**config.mk**
```make
export PLATFORM = sky130hd
export DESIGN_NAME = conv_psum_accum
export DESIGN_NICKNAME = d
export VERILOG_FILES = /design/src/rtl/conv_psum_accum.sv
export SDC_FILE = /design/constraint.sdc
export NUM_CORES = 1
export LEC_CHECK = 0
export ABC_AREA = 1
export CAP_MARGIN = 20
export CORE_MARGIN = 1.5
export CORE_UTILIZATION = 30
export DETAILED_ROUTE_END_ITERATION = 12
export SYNTH_ARGS = -nofsm -noshare
export SYNTH_HDL_FRONTEND = slang
export SYNTH_SLANG_ARGS = --single-unit
```
**constraint.sdc**
```tcl
create_clock -name clk -period 3.1 [get_ports clk]
set_input_delay 0.62 -clock clk [delete_from_list [all_inputs] [get_ports clk]]
set_output_delay 0.62 -clock clk [all_outputs]
set_load 0.05 [all_outputs]
```
**src/rtl/conv_psum_accum.sv**
```systemverilog
// Partial-sum accumulator for a column of three 3x3 conv PEs: adds the three row sums,
// accumulates over num_pass channel passes and holds the pixel result on a valid/ready register.
module conv_psum_accum #(
  parameter int PSUM_W = 18,
  parameter int OUT_W  = 32,
  parameter int CNT_W  = 8
) (
  input  logic              clk,
  input  logic              rst,
  input  logic [PSUM_W-1:0] psum0,
  input  logic [PSUM_W-1:0] psum1,
  input  logic [PSUM_W-1:0] psum2,
  input  logic              in_valid,
  output logic              in_ready,
  input  logic [CNT_W-1:0]  num_pass,
  input  logic              clear,
  output logic              busy,
  output logic [OUT_W-1:0]  out_data,
  output logic              out_valid,
  input  logic              out_ready,
  output logic              state_dbg
);

  // Handshake: a beat transfers on a rising clk edge where in_valid && in_ready;
  // a result transfers on a rising clk edge where out_valid && out_ready.
  typedef enum logic {
    IDLE  = 1'b0,
    ACCUM = 1'b1
  } state_t;

  state_t             state_q;
  logic [OUT_W-1:0]   acc_q;
  logic [OUT_W-1:0]   out_data_q;
  logic               out_valid_q;
  logic [CNT_W-1:0]   pass_cnt_q;
  logic [CNT_W-1:0]   np_lat_q;

  logic [OUT_W-1:0]   sum3;
  logic [OUT_W-1:0]   acc_d;
  logic [CNT_W-1:0]   np_eff;
  logic               accept;
  logic               last_beat;

  assign sum3 = OUT_W'(psum0) + OUT_W'(psum1) + OUT_W'(psum2);

  // A programmed count of zero behaves as a single pass.
  assign np_eff = (num_pass == '0) ? CNT_W'(1) : num_pass;

  assign in_ready  = !(out_valid_q && !out_ready);
  assign accept    = in_valid && in_ready && !clear;
  assign last_beat = (state_q == IDLE) ? (np_eff == CNT_W'(1))
                                       : (pass_cnt_q == np_lat_q - CNT_W'(1));
  assign acc_d     = (state_q == IDLE) ? sum3 : acc_q + sum3;

  assign busy      = (state_q == ACCUM);
  assign out_data  = out_data_q;
  assign out_valid = out_valid_q;
  assign state_dbg = state_q;

  always_ff @(posedge clk or posedge rst) begin
    if (rst) begin
      state_q     <= IDLE;
      acc_q       <= '0;
      pass_cnt_q  <= '0;
      np_lat_q    <= '0;
      out_data_q  <= '0;
      out_valid_q <= 1'b0;
    end else begin
      if (clear) begin
        state_q    <= IDLE;
        acc_q      <= '0;
        pass_cnt_q <= '0;
      end else if (accept) begin
        if (state_q == IDLE) begin
          np_lat_q <= np_eff;
        end
        if (last_beat) begin
          state_q    <= IDLE;
          acc_q      <= '0;
          pass_cnt_q <= '0;
        end else begin
          state_q    <= ACCUM;
          acc_q      <= acc_d;
          pass_cnt_q <= pass_cnt_q + CNT_W'(1);
        end
      end

      // A new result may replace one being consumed on the same edge.
      if (accept && last_beat) begin
        out_data_q  <= acc_d;
        out_valid_q <= 1'b1;
      end else if (out_valid_q && out_ready) begin
        out_valid_q <= 1'b0;
      end
    end
  end

endmodule

```
Word level (Yosys, flattened, before mapping)
Index checks and enable logic that the tools add are counted.
- add/sub/neg operators: 5
- equality and inequality tests: 2
- muxes and demuxes: 14
- bitwise gates (word level): 2
- reductions and logical operators: 12
- operators by type and width (operator ; number):
    32-bit 2-to-1 mux ; 4
    32-bit by 20-bit adder with 32-bit output ; 1
    8-bit 2-to-1 mux ; 4
    19-bit by 18-bit adder with 20-bit output ; 1
    18-bit by 18-bit adder with 19-bit output ; 1
    8-bit by 1-bit adder with 8-bit output (second input constant) ; 1
    8-bit by 1-bit == test with 1-bit output (second input constant) ; 1
    8-bit == test ; 1
    8-bit zero test ; 1
    8-bit by 1-bit subtractor with 8-bit output (second input constant) ; 1
    1-bit 2-to-1 mux ; 6
    1-bit logical AND ; 5
    2-bit nonzero test ; 2
    1-bit zero test ; 3
    3-bit AND reduction ; 1
    1-bit inverter ; 2
- bits in registers: 82
- bits of input ports: 67

Longest topological paths before layout
Gate-level depths: netlist (run 1).
- depth in word-level cells: 7
- depth in mapped cells: 28
- depth with buffers taken out: 28

Worst setup path after synthesis (run 1)
Ideal clock, no wire load.
- path type: input-to-reg
- start point: input port psum0[1]
- end point: register out_data_q[25] (netlist: out_data[25])
- library setup time: 0.118 ns
- arrival time: 3.713 ns
- data required time: 2.982 ns
- setup slack: -0.731 ns
- stages: 23
- path buffers: 0
- path through: inv_1 > fa_1 > inv_1 > ha_1 > fa_1 > nand3_1 > nand2_1 > nand2_1 > nand2_1 > nand3_1 > nand3_1 > and2_1 > ha_1 > nand2_1 > nor2_1 > inv_1 > nor2_1 > and2_1 > nand2_1 > a21oi_1 > nor2_1 > nand2_1 > nand2_1
- cells in the longest elaborated chain, start to end: 4
- RTL lines (element ; RTL line ; source):
    start: declaration ; 10 ; input logic [PSUM_W-1:0] psum0,
    18-bit by 18-bit adder with 19-bit output ; 44 ; assign sum3 = OUT_W'(psum0) + OUT_W'(psum1) + OUT_W'(psum2);
    19-bit by 18-bit adder with 20-bit output ; 44 ;
    32-bit by 20-bit adder with 32-bit output ; 53 ; assign acc_d = (state_q == IDLE) ? sum3 : acc_q + sum3;
    32-bit 2-to-1 mux ; 53 ;
    end signal: assignment ; 66 ; out_data_q <= '0;
    end signal: assignment ; 90 ; out_data_q <= acc_d;
    end: declaration ; 33 ; logic [OUT_W-1:0] out_data_q;
No other way between the ends.
A chain may end at the register's enable or synchronous reset.

Final worst setup path (run 1)
- start point: input port psum0[11]
- end point: register acc_q[17]
- cells in the longest elaborated chain, start to end: 7
- RTL lines (element ; RTL line ; source):
    18-bit by 18-bit adder with 19-bit output (*) ; 44 ;
    19-bit by 18-bit adder with 20-bit output (*) ; 44 ;
    32-bit by 20-bit adder with 32-bit output ; 53 ;
    32-bit 2-to-1 mux (*) ; 53 ;
    32-bit 2-to-1 mux (*) ; 77 ; if (last_beat) begin
    32-bit 2-to-1 mux (*) ; 73 ; end else if (accept) begin
    32-bit 2-to-1 mux (*) ; 69 ; if (clear) begin
    end signal: assignment ; 71 ; acc_q <= '0;
    end signal: assignment ; 79 ; acc_q <= '0;
    end signal: assignment ; 83 ; acc_q <= acc_d;
    end: declaration ; 32 ; logic [OUT_W-1:0] acc_q;
Mark *: on every way between the ends. The rest lies on a longest branch, timed or not. The select of a mux whose other input is x is not followed.

==> out/results.txt, run 1 <==
Clock Sinks: 82
Worst-Skew Late Latency: 360 ps
Post-Synthesis Cells: 1139
Synth cell types: 38
Dominant cell type by area after synthesis: dfrtp_1
Initial Util: 30.80%
Core ar.: 23680 um2
Slew @ Worst Pin: 601.6 ps
Hold Path Class: flip-flop to flip-flop
Worst slew margin: 59.89%
Initial antenna violation count: 0
Port buffer count: 102
# nets final: 1545
Flop2flop setup slack: 830 ps
Worst hold start: out_data[26]
Initial DRC count: 484
Arrival @ worst endpoint: 3970 ps
Setup-failing EPs final: 54
Die W: 158.9 um
Antenna viol nets, final: 0
Worst Clk Skew: 12.36 ps
Leak pwr: 6.182 nW
Synthesis-stage register bit count: 82
Fin. max-slew vios: 0
Global router's overall resource usage: 19.89%
CTS H-tree lvls: 3
Clk root buf: clkbuf_16
Async S/R FF share, synth: 100.0%
1st-pass router iterations: 5
Hold slack final: 476.8 ps
Commonest cells after routing, fill and taps aside: nand2_1 (315), buf_4 (161), inv_1 (118)
CTS Buf Count: 9
Mean area per synthesized cell: 6.404 um2
Crit. End Element: flip-flop
Gpl congestion: 0.9097
Failing checks: negative setup slack
Syn. warnings: 0
RR Endpoint: out_data[8]
Share of cells above drive strength 1: 46.38%
Total Die Area: 25260 um2
Vert. Die Dim: 158.9 um
Syn nets: 1266
CTS tree: built
DR DRC count: 0
Clock Path Buffers: 2
DR vias: 8316
Synthesized area: 7294 um2
Max Clock Freq: 272.0 MHz
Final min period: 3677 ps
Via density: 4.774
Setup TNS: -20270 ps
Worst-path clk slew: 70 ps
Synthesis-to-layout area growth: 71.37%
Post-Place Setup Slack: -1567 ps
Critical path class: input pin to flip-flop
Seq/Total Area, Yosys: 28.13%
Worst setup path end: acc_q[17]
Ys flop type: dfrtp_1
Row count: 56
Top cells by area, synth: dfrtp_1 (28%), nand2_1 (25%), inv_1 (8.7%)
IR drop worst, VDD: 0.2951 mV
Antenna cell count: 0
IO Pins: 103
Wirelength per Cell: 14.94 um
EDFF count, synth: 0
Fin crit share: 118.6%
Hold Violations, Final: 0
Power density cells: 610.6 nW/um2
Max_cap viols: 0
Hold-fix buffers at CTS: 0
Status: finished, violations left
Post-DP HPWL: 16650 um
RSZ-0062 raised after global routing: true
Largest net degree at the start of global routing: 83
WP data required: 3400 ps
Critical R2R Launch: np_lat_q[0]
Worst setup SP type: input pin
Worst-path fanout max: 4
Commonest non-fill, non-tap cell in the layout: nand2_1
Grt total ovfl: 0
Drt total wl: 26030 um
Worst Slack Setup Final: -577.0 ps
Post-synth top area share: 28.13%
Tot Pwr: 7.633 mW
Vias in the first global route: 8290
First-pass GRT wire length: 40700 um
Launch point of the worst path: psum0[11]
Reg2reg path depth: 11
-- critical path: stages --
cell and delay (ps):
dlygate4sd2_1 250, fa_1 500, ha_4 320, buf_4 120, nand2_4 80, nor2_4 150
and2_1 180, nand2_2 90, nand3_1 180, nand2_4 90, ha_4 310, nand2_4 70
inv_4 60, nand2_4 60, nor2_4 110, nand3b_1 190, nand3_1 130, nand2_1 50
nand2_1 70, nand2_1 80, nand2_2 90, nand2_1 60, nand2_2 100
-- cell usage after synthesis, types with 2 or more instances --
library cell / number
ha_1: 40
buf_2: 7
nand3_1: 83
nand4_1: 6
clkbuf_1: 4
nand2_1: 477
and2_1: 7
xnor2_1: 8
inv_1: 170
o21ai_2: 12
nor4_1: 3
nand3_2: 2
o22ai_1: 6
o21ai_0: 33
buf_1: 3
nand2_2: 3
fa_1: 20
dfrtp_1: 82
buf_4: 3
nor3_1: 11
nand3b_1: 6
buf_6: 4
nor2_2: 3
xor2_1: 18
a21oi_1: 33
nor2_1: 83
-- registers in the layout, summed over array words and instances (netlist names) --
signal	count
out_data	32
out_valid	1
np_lat_q	8
acc_q	32
busy	1
pass_cnt_q	8
-- how the worst min path moves through the flow --
stage | end | slack (ps) | depth (start not counted)
after global routing | out_data[26] | 500 | 2
after floorplan | acc_q[31] | 450 | 2
after global placement | out_data[23] | 460 | 2
after CTS | out_data[5] | 480 | 2
final | out_data[26] | 480 | 2
after detailed placement | out_data[26] | 460 | 2
-- cell families after synthesis --
| group | after synthesis | share of synthesized area, % |
|---|---|---|
| muxes | 1 | 0.1372 |
| adders and majority gates | 60 | 12.35 |
| DFF | 82 | 28.13 |
| xor gates and xnor gates | 26 | 3.122 |
| AOI/OAI and AO/OA | 90 | 7.119 |
| buffers and inverters | 193 | 10.63 |
| and+or+nand+nor | 687 | 38.51 |
-- cell type report --
type                            instances  area, um2
Fill cell                            2189      11180
Sequential cell                        82       2052
Timing Repair Buffer                  290       2449
Multi-Input combinational cell        864       6648
Clock inverter                          7      60.06
Inverter                              171      668.1
Tap cell                              319      399.1
Clock buffer                            9      225.2
-- stage by stage --
stage | utilization, % | std cells | instance area [um2]
floorplan | - | 1139 | 7542
finish | 52.78 | 1742 | 12500
global route | 52.78 | 1742 | 12500
detailed placement | 40.06 | 1622 | 9488
global placement | 40.06 | 1622 | 9488
CTS | 49.82 | 1732 | 11800
-- power breakdown --
part / internal, mW / switching, mW / total (mW)
Clock: 0.558 / 0.510 / 1.07
Sequential: 1.18 / 0.112 / 1.29
Combinational: 2.38 / 2.90 / 5.28
-- layer usage --
layer	vias up	part of all wire (%)	track usage (%)
met1	3952	45	25.54
li1	4085	-	-
met4	0	3.1	6.690
met5	-	0	0
met3	55	4.2	2.787
met2	224	48	34.31
-- what timing repair did --
action                     4_1_cts  5_1_grt
setup endpoints to repair       60       57
pin swaps                      181      173
buffers inserted                96       12
gates resized for setup        418      213
No activity file was read; power rests on OpenSTA's default activity.
==> inputs of run 2 (changes only) <==
HOLD_SLACK_MARGIN = 0.06   (was default)
==> results of run 2 <==
Same layout as run 1: the final DEF is identical, and so are final timing and power.
==> inputs of run 3 (changes only) <==
SKIP_LAST_GASP = 1   (was default)
==> run 3 against run 2 <==
- the run still ends with negative setup slack left
- wire length shrank 1.9%
- sequential share of layout area rose by 0.30 points
- via count is 0.79% lower
- hold slack better by 0.82 ps
- die area unchanged
- utilization decreased by 0.96 points
- sequential power about the same
- final cell count unchanged
- critical endpoint unchanged
- first-iteration DRC count grew 1.9%
- register-to-register slack better by 30 ps
- power shrank 2.7%
==> out/results.txt, run 3 (synthesized netlist as in run 1, its figures left out) <==
Clock Path Buffers: 2
IR drop worst, VDD: 0.2998 mV
Worst-path fanout max: 4
IO Pins: 103
Via density: 4.736
First-pass GRT wire length: 40610 um
GRT busiest layer: met2
Internal: 4.018 mW
Initial Util: 30.80%
Max_cap viols: 0
Clk root buf: clkbuf_16
Wirelength per Cell: 14.67 um
RSZ-0062 raised after global routing: true
Gate power share: 68.3%
Hold Violations, Final: 0
Final min period: 3610 ps
Flop2flop setup slack: 860 ps
Crit. End Element: flip-flop
Initial DRC count: 493
Leak pwr: 6.065 nW
Worst setup SP type: input pin
Share of cells above drive strength 1: 43.36%
Antenna viol nets, final: 0
Initial antenna violation count: 0
Critical R2R Launch: np_lat_q[0]
Fin crit share: 116.5%
Slew @ Worst Pin: 605.2 ps
CTS H-tree lvls: 3
Clock Sinks: 82
GR Util met3: 2.344%
Commonest non-fill, non-tap cell in the layout: nand2_1
Status: finished, violations left
1st-pass router iterations: 6
Commonest cells after routing, fill and taps aside: nand2_1 (331), buf_4 (166), inv_1 (130)
Post-DP HPWL: 16650 um
Worst-path clk slew: 70 ps
Hold Path Class: flip-flop to flip-flop
Hold slack final: 477.7 ps
DR vias: 8250
Placed cells: 1622
Core ar.: 23680 um2
Sequential power share: 17.3%
CTS tree: built
Port buffer count: 102
Worst-Skew Late Latency: 360 ps
Vert. Die Dim: 158.9 um
Max Clock Freq: 277.0 MHz
Finished Core Util: 51.83%
Row count: 56
Hold EP: out_data[28]
RR Endpoint: out_data[12]
Power density cells: 605.3 nW/um2
Setup-failing EPs final: 54
Post-Place Setup Slack: -1567 ps
Met1 Use GR: 25.75%
Drt total wl: 25550 um
WP data required: 3400 ps
Gpl congestion: 0.9097
DR DRC count: 0
Vias in the first global route: 8264
Worst hold start: out_data[28]
Global router's overall resource usage: 19.85%
Reg2reg path depth: 11
Grt met2 use: 34.43%
# nets final: 1545
Antenna cell count: 0
Worst Hold Depth: 2
Fin. max-slew vios: 0
Final Non-Filler Cells: 1742
Largest net degree at the start of global routing: 83
Critical path class: input pin to flip-flop
CTS Buf Count: 9
Switching share of total power: 45.91%
Sw Pwr: 3.411 mW
Worst Slack Setup Final: -510.0 ps
Clock group share of total power: 14.4%
Synthesis-to-layout area growth: 68.27%
Total Die Area: 25260 um2
Hold-fix buffers at CTS: 0
Worst slew margin: 59.65%
Worst Clk Skew: 12.37 ps
Failing checks: negative setup slack
Die W: 158.9 um
Arrival @ worst endpoint: 3910 ps
Grt total ovfl: 0
run 3: cell types whose count changed in the layout (fill, tap and decap cells not counted), sizes merged:
cell	previous run	this run
dlygate4sd2	17	12
clkdlybuf4s15	14	20
buf	196	195
clkdlybuf4s50	48	49
dlymetal6s2s	2	1
run 3: cell type report:
type | count | area (um2)
Clock inverter | 7 | 60.06
Multi-Input combinational cell | 864 | 6446
Tap cell | 319 | 399.1
Clock buffer | 9 | 225.2
Timing Repair Buffer | 290 | 2431
Sequential cell | 82 | 2052
Fill cell | 2235 | 11410
Inverter | 171 | 660.6
run 3: timing repair:
action / 4_1_cts / 5_1_grt
buffers inserted: 96 / 10
pin swaps: 180 / 123
resized for setup: 406 / 159
endpoints found under the setup margin: 60 / 57
run 3: power by group through the flow:
stage          combinational (mW)  sequential, mW  clock (mW)
6_report                     5.07            1.29        1.07
5_1_grt                      5.44            1.30        1.15
4_1_cts                      4.52            1.28        1.10
3_5_place_dp                 3.12            1.29           0
3_3_place_gp                 3.10            1.29           0
2_1_floorplan                1.88            1.41           0
run 3: how the worst max path moves through the flow:
stage              endpoint  cells past startpoint  slack (ps)      from
6_report          acc_q[17]                     24        -510  psum2[1]
5_1_grt        out_data[30]                     25        -620  psum2[6]
4_1_cts        out_data[31]                     26        -430  psum2[1]
3_5_place_dp      acc_q[17]                     27       -1570  psum2[1]
3_3_place_gp      acc_q[17]                     27       -1550  psum2[1]
2_1_floorplan  out_data[25]                     24        -460  psum2[1]
run 3: worst max-delay path, cell delays in order:
cell and delay [ps]:
buf_8 80, inv_8 20, fa_1 540, inv_2 50, ha_4 150, fa_2 350
nand3_2 90, nand2_2 80, nand2_1 90, nand2_2 70, buf_4 160, xor2_4 160
ha_4 340, nand2_8 80, nor2_4 130, nand2_1 60, nand3b_1 250, nand3_1 110
nand2_1 50, nand2_1 80, nand2_1 80, nand2_2 90, nand2_1 60, nand2_2 90
run 3: per-stage QoR:
stage          instance area (um2)  TNS [ps]  power (mW)
2_1_floorplan                 7542    -17470       3.290
3_3_place_gp                  9488    -74200       4.391
3_5_place_dp                  9488    -75180       4.404
4_1_cts                      11780    -16530       6.898
5_1_grt                      12270    -28060       7.892
6_report                     12270    -20260       7.429
run 3: layer usage:
metal  vias up  wire [um]  share of wire [%]
met3        45        825                3.2
li1       4089          -                  -
met2       192      12450                 49
met1      3924      11700                 46
met4         0        571                2.2
met5         -          0                  0
==> RTL change 1, RTL diff (config.mk and constraints of run 1) <==
Register the output `state_dbg` once more, cleared by the reset; this adds one clock of latency there. The other outputs are not delayed to match.
--- a/src/rtl/conv_psum_accum.sv
+++ b/src/rtl/conv_psum_accum.sv
@@ -56,5 +56,11 @@
   assign out_data  = out_data_q;
   assign out_valid = out_valid_q;
-  assign state_dbg = state_q;
+  always_ff @(posedge clk or posedge rst) begin
+    if (rst) begin
+      state_dbg <= '0;
+    end else begin
+      state_dbg <= state_q;
+    end
+  end
 
   always_ff @(posedge clk or posedge rst) begin
Check against the original RTL: not equivalent (Yosys sat finds a counterexample within 4 cycles, from zero or initial values and one cycle with rst high).
==> RTL change 1 against run 1 <==
The flow still finishes with violations (setup timing); worst setup slack gained 0.064 ns; non-clock buffer count is 11 higher; final cell count increased by 0.69%; synthesized area is 0.26% higher; sequential cell count increased by 1; first-iteration DRC count up 6.0%; routed wire length down 0.66%; cell area increased by 0.51%; total power about the same; largest cell class unchanged.
==> RTL change 1: results (changes against run 1) <==
| Metric | Value |
|---|---|
| Status | `complete, but fails checks` |
| Violated checks | `setup timing` |
| DR vias | `8348 (+0.38%)` |
| VDD IR-drop max | `377 µV (+28%)` |
| Grt met3 use | `2.87% (+0.078 points)` |
| Global-route wire length before repair | `41100 µm (+1.1%)` |
| Post-route setup TNS | `-20.41 ns (-0.147 ns)` |
| WHS | `0.475 ns (-0.00138 ns)` |
| First-iteration detailed-routing DRC count | `513 (+6.0%)` |
| Biggest fanout along the worst timing path | `3 (-1)` |
| Worst slack at placement | `-1.52 ns (+0.0490 ns)` |
| Wire length on met3 | `1040 µm (-4.1%)` |
| Worst Hold Launch | `out_data[25]` |
| Relative slew slack | `41.9% (-18 points)` |
| Cts bufs inserted | `9 (unchanged)` |
| Top post-synthesis cells by area | `sky130_fd_sc_hd__dfrtp_1, sky130_fd_sc_hd__nand2_1, sky130_fd_sc_hd__inv_1, sky130_fd_sc_hd__ha_1, sky130_fd_sc_hd__nand3_1` |
| Adder-cell area share of the yosys netlist | `12.3% (-0.032 points)` |
| Kind of cell adding the most delay to the critical path | `adder cells` |
| Wire length per cell after detailed routing | `14.7 µm (-1.3%)` |
| Fraction of post-synthesis cell area in the top cell type by area | `28.4% (+0.27 points)` |
| Commonest cells in the netlist | `sky130_fd_sc_hd__nand2_1, sky130_fd_sc_hd__inv_1, sky130_fd_sc_hd__dfrtp_1, sky130_fd_sc_hd__nand3_1, sky130_fd_sc_hd__nor2_1` |
| Synthesized-area fraction occupied by ao, oa, aoi and oai cells | `7.17% (+0.050 points)` |
| Final weighted congestion in routability-driven placement | `0.930 (+2.2%)` |
| Worst setup path endpoint | `acc_q[31]` |
| Register-to-register setup slack | `0.81 ns (-0.02 ns)` |
| Final net count | `1557 (+0.78%)` |
| Multiplexer area fraction after synthesis | `0.137% (-0.00035 points)` |
| DRT met1 WL | `11500 µm (-1.8%)` |
| Endpoint of the worst register-to-register path | `acc_q[16]` |
| Via count of the first global-routing pass | `8628 (+4.1%)` |
| Mean Syn Cell Area | `6.42 µm² (+0.26%)` |
| CP peak stage delay | `0.55 ns (+0.05 ns)` |
| Pin count of the biggest net entering global routing | `46 (-45%)` |
| Number of cells in the finished layout apart from fillers | `1754 (+0.69%)` |
| HPWL after detailed placement | `16600 µm (-0.57%)` |
| LEAKAGE | `6.26 nW (+1.3%)` |
| Wire length on met2 | `12300 µm (-1.2%)` |
| Placement Cell Area | `9560 µm² (+0.74%)` |
| Sequential area share after synthesis | `28.4% (+0.27 points)` |
| Worst Hold End | `out_data[25]` |
| Setup slack of the critical path after layout | `-0.513 ns (+0.0637 ns)` |
| Met1 layer usage reported by global route | `25.3% (-0.25 points)` |
| Count of endpoints failing setup in the final report | `56 (+3.7%)` |
| Met2 layer usage reported by global route | `33.2% (-1.1 points)` |
| Area share of xor/xnor cells in the synthesized design | `3.11% (-0.0080 points)` |
==> RTL change 1: what timing repair did <==
action | CTS | global route
endpoints found under the setup margin | 60 | 57
gates cloned | 0 | 0
setup buffers | 91 | 22
resized for setup | 455 | 151
pin swaps | 200 | 139
==> RTL change 1: area by class of cell <==
class / instances / area (µm²)
clock buffers: 9 / 225
clock inverters: 7 / 61.3
well taps: 319 / 399
fillers: 2133 / 11100
multi-input cells: 863 / 6590
repair buffers: 301 / 2540
inverters: 172 / 672
flip-flops and latches: 83 / 2080
==> RTL change 1: tightest hold or removal path, delay by kind of cell, from the launching register on <==
family	cells	cell delay, ns
DFF	1	0.35
and+or+nand+nor	2	0.10
==> RTL change 1: power breakdown <==
| part | internal [W] | total, W | switching [W] |
|---|---|---|---|
| Sequential | 0.00119 | 0.00130 | 0.000113 |
| Clock | 0.000558 | 0.00108 | 0.000524 |
| Combinational | 0.00239 | 0.00525 | 0.00286 |
==> RTL change 2, RTL diff (settings of run 1) <==
Made on the original files. The parameter `CNT_W` goes from 8 to 10.
--- a/src/rtl/conv_psum_accum.sv
+++ b/src/rtl/conv_psum_accum.sv
@@ -4,5 +4,5 @@
   parameter int PSUM_W = 18,
   parameter int OUT_W  = 32,
-  parameter int CNT_W  = 8
+  parameter int CNT_W  = 10
 ) (
   input  logic              clk,
Ports: changed (resized num_pass); port bits go from 103 to 105. The function was not compared with the original's and may differ.
==> RTL change 2 against run 1 <==
The flow still finishes with violations (setup timing); die area up 2.2%; via count is 4.0% lower; final cell count down 1.8%; synthesized area grew 2.3%; sequential share of layout area grew 1.6 points; worst setup slack better by 0.011 ns; total power fell by 7.2%; cell area shrank 4.3%; sequential cell count increased by 4; routed wire length is 7.5% lower; register-to-register slack worse by 0.18 ns; largest cell class unchanged; largest power group unchanged; highest routed layer unchanged.
==> RTL change 2: results (changes against run 1) <==
| Metric | Value |
|---|---|
| Status | `complete, but fails checks` |
| Violated checks | `setup timing` |
| Net Count, Synth | `1273 (+0.55%)` |
| Combinational share of power | `66.4% (-2.7 points)` |
| Count of clock-net buffers in the final layout | `11 (+2)` |
| Register-to-register setup slack | `0.65 ns (-0.18 ns)` |
| Final-layout fill cell count | `2334 (+6.6%)` |
| Number of buffers inserted by port buffering | `104 (+2.0%)` |
| Crit path arrival time | `3.95 ns (-0.02 ns)` |
| Worst slack at placement | `-1.57 ns (-0.00565 ns)` |
| Setup slack of the critical path after layout | `-0.566 ns (+0.0107 ns)` |
| Post-route setup TNS | `-23.40 ns (-3.13 ns)` |
| WHS | `0.472 ns (-0.00478 ns)` |
| Non-Clock Inverter Count | `146 (-15%)` |
| Number of gates given a new drive strength after cts | `429 (+2.6%)` |
| Fraction of area in clock buffers and inverters | `2.37% (+0.092 points)` |
| CP peak stage delay | `0.55 ns (+0.05 ns)` |
| Number of multi-input combinational cells in the layout | `889 (+2.9%)` |
| Wire length on met2 | `11400 µm (-8.3%)` |
| Kind of cell adding the most delay to the critical path | `adder cells` |
| Net Sw Power | `0.00311 W (-12%)` |
| Pin count of the biggest net entering global routing | `87 (+4.8%)` |
| Top post-synthesis cells by area | `sky130_fd_sc_hd__dfrtp_1, sky130_fd_sc_hd__nand2_1, sky130_fd_sc_hd__inv_1, sky130_fd_sc_hd__ha_1, sky130_fd_sc_hd__nand3_1` |
| First-iteration detailed-routing DRC count | `455 (-6.0%)` |
| Register bit count reported by yosys | `86 (+4.9%)` |
| Overall fraction of global-route tracks in use | `19.1% (-0.80 points)` |
| Final weighted congestion in routability-driven placement | `0.862 (-5.3%)` |
| Design internal power | `0.00397 W (-3.4%)` |
| Number of buffers inserted to repair setup after CTS | `28 (-71%)` |
| Number of instances in the placed design | `1656 (+2.1%)` |
| Transition at the pin with the smallest max-transition slack | `0.676 ns (+0.0749 ns)` |
| Count of endpoints failing setup in the final report | `54 (unchanged)` |
| Met1 layer usage reported by global route | `25.6% (+0.060 points)` |
| Final net count | `1511 (-2.2%)` |
| Via count of the first global-routing pass | `8028 (-3.2%)` |
| Launch point of the critical path | `psum1[1]` |
| Grt met3 use | `2.92% (+0.13 points)` |
| Commonest cells in the netlist | `sky130_fd_sc_hd__nand2_1, sky130_fd_sc_hd__inv_1, sky130_fd_sc_hd__nor2_1` |
| Detailed-router iteration count before antenna repair | `6 (+1)` |
| Tapcells inserted | `324 (+1.6%)` |
| Post-synthesis cell count | `1144 (+0.44%)` |
| Sequential group share of total power | `18.7% (+1.8 points)` |
| Endpoint of the worst register-to-register path | `out_data[13]` |
==> RTL change 2: cell types whose count changed after synthesis, moves of 5 or more <==
cell / change
sky130_fd_sc_hd__o21ai_2: -12
sky130_fd_sc_hd__nor2_1: +8
sky130_fd_sc_hd__nand3b_1: +8
sky130_fd_sc_hd__o22ai_1: -6
sky130_fd_sc_hd__clkbuf_1: +5
sky130_fd_sc_hd__inv_1: -30
sky130_fd_sc_hd__nand2_1: +25
sky130_fd_sc_hd__o21ai_0: -5
sky130_fd_sc_hd__nor3_1: -5
==> RTL change 2: cell families (layout without fill, tap and decap cells) <==
family,after synthesis,count (layout),synth area share (%)
AO/OA/AOI/OAI,65,65,4.86
XOR/XNOR,27,27,3.35
adder cells (fa/ha/maj),60,60,12.1
buffers and inverters,169,412,9.36
flip-flops,86,86,28.8
multiplexers,3,3,0.436
AND/OR/NAND/NOR,734,734,41.1
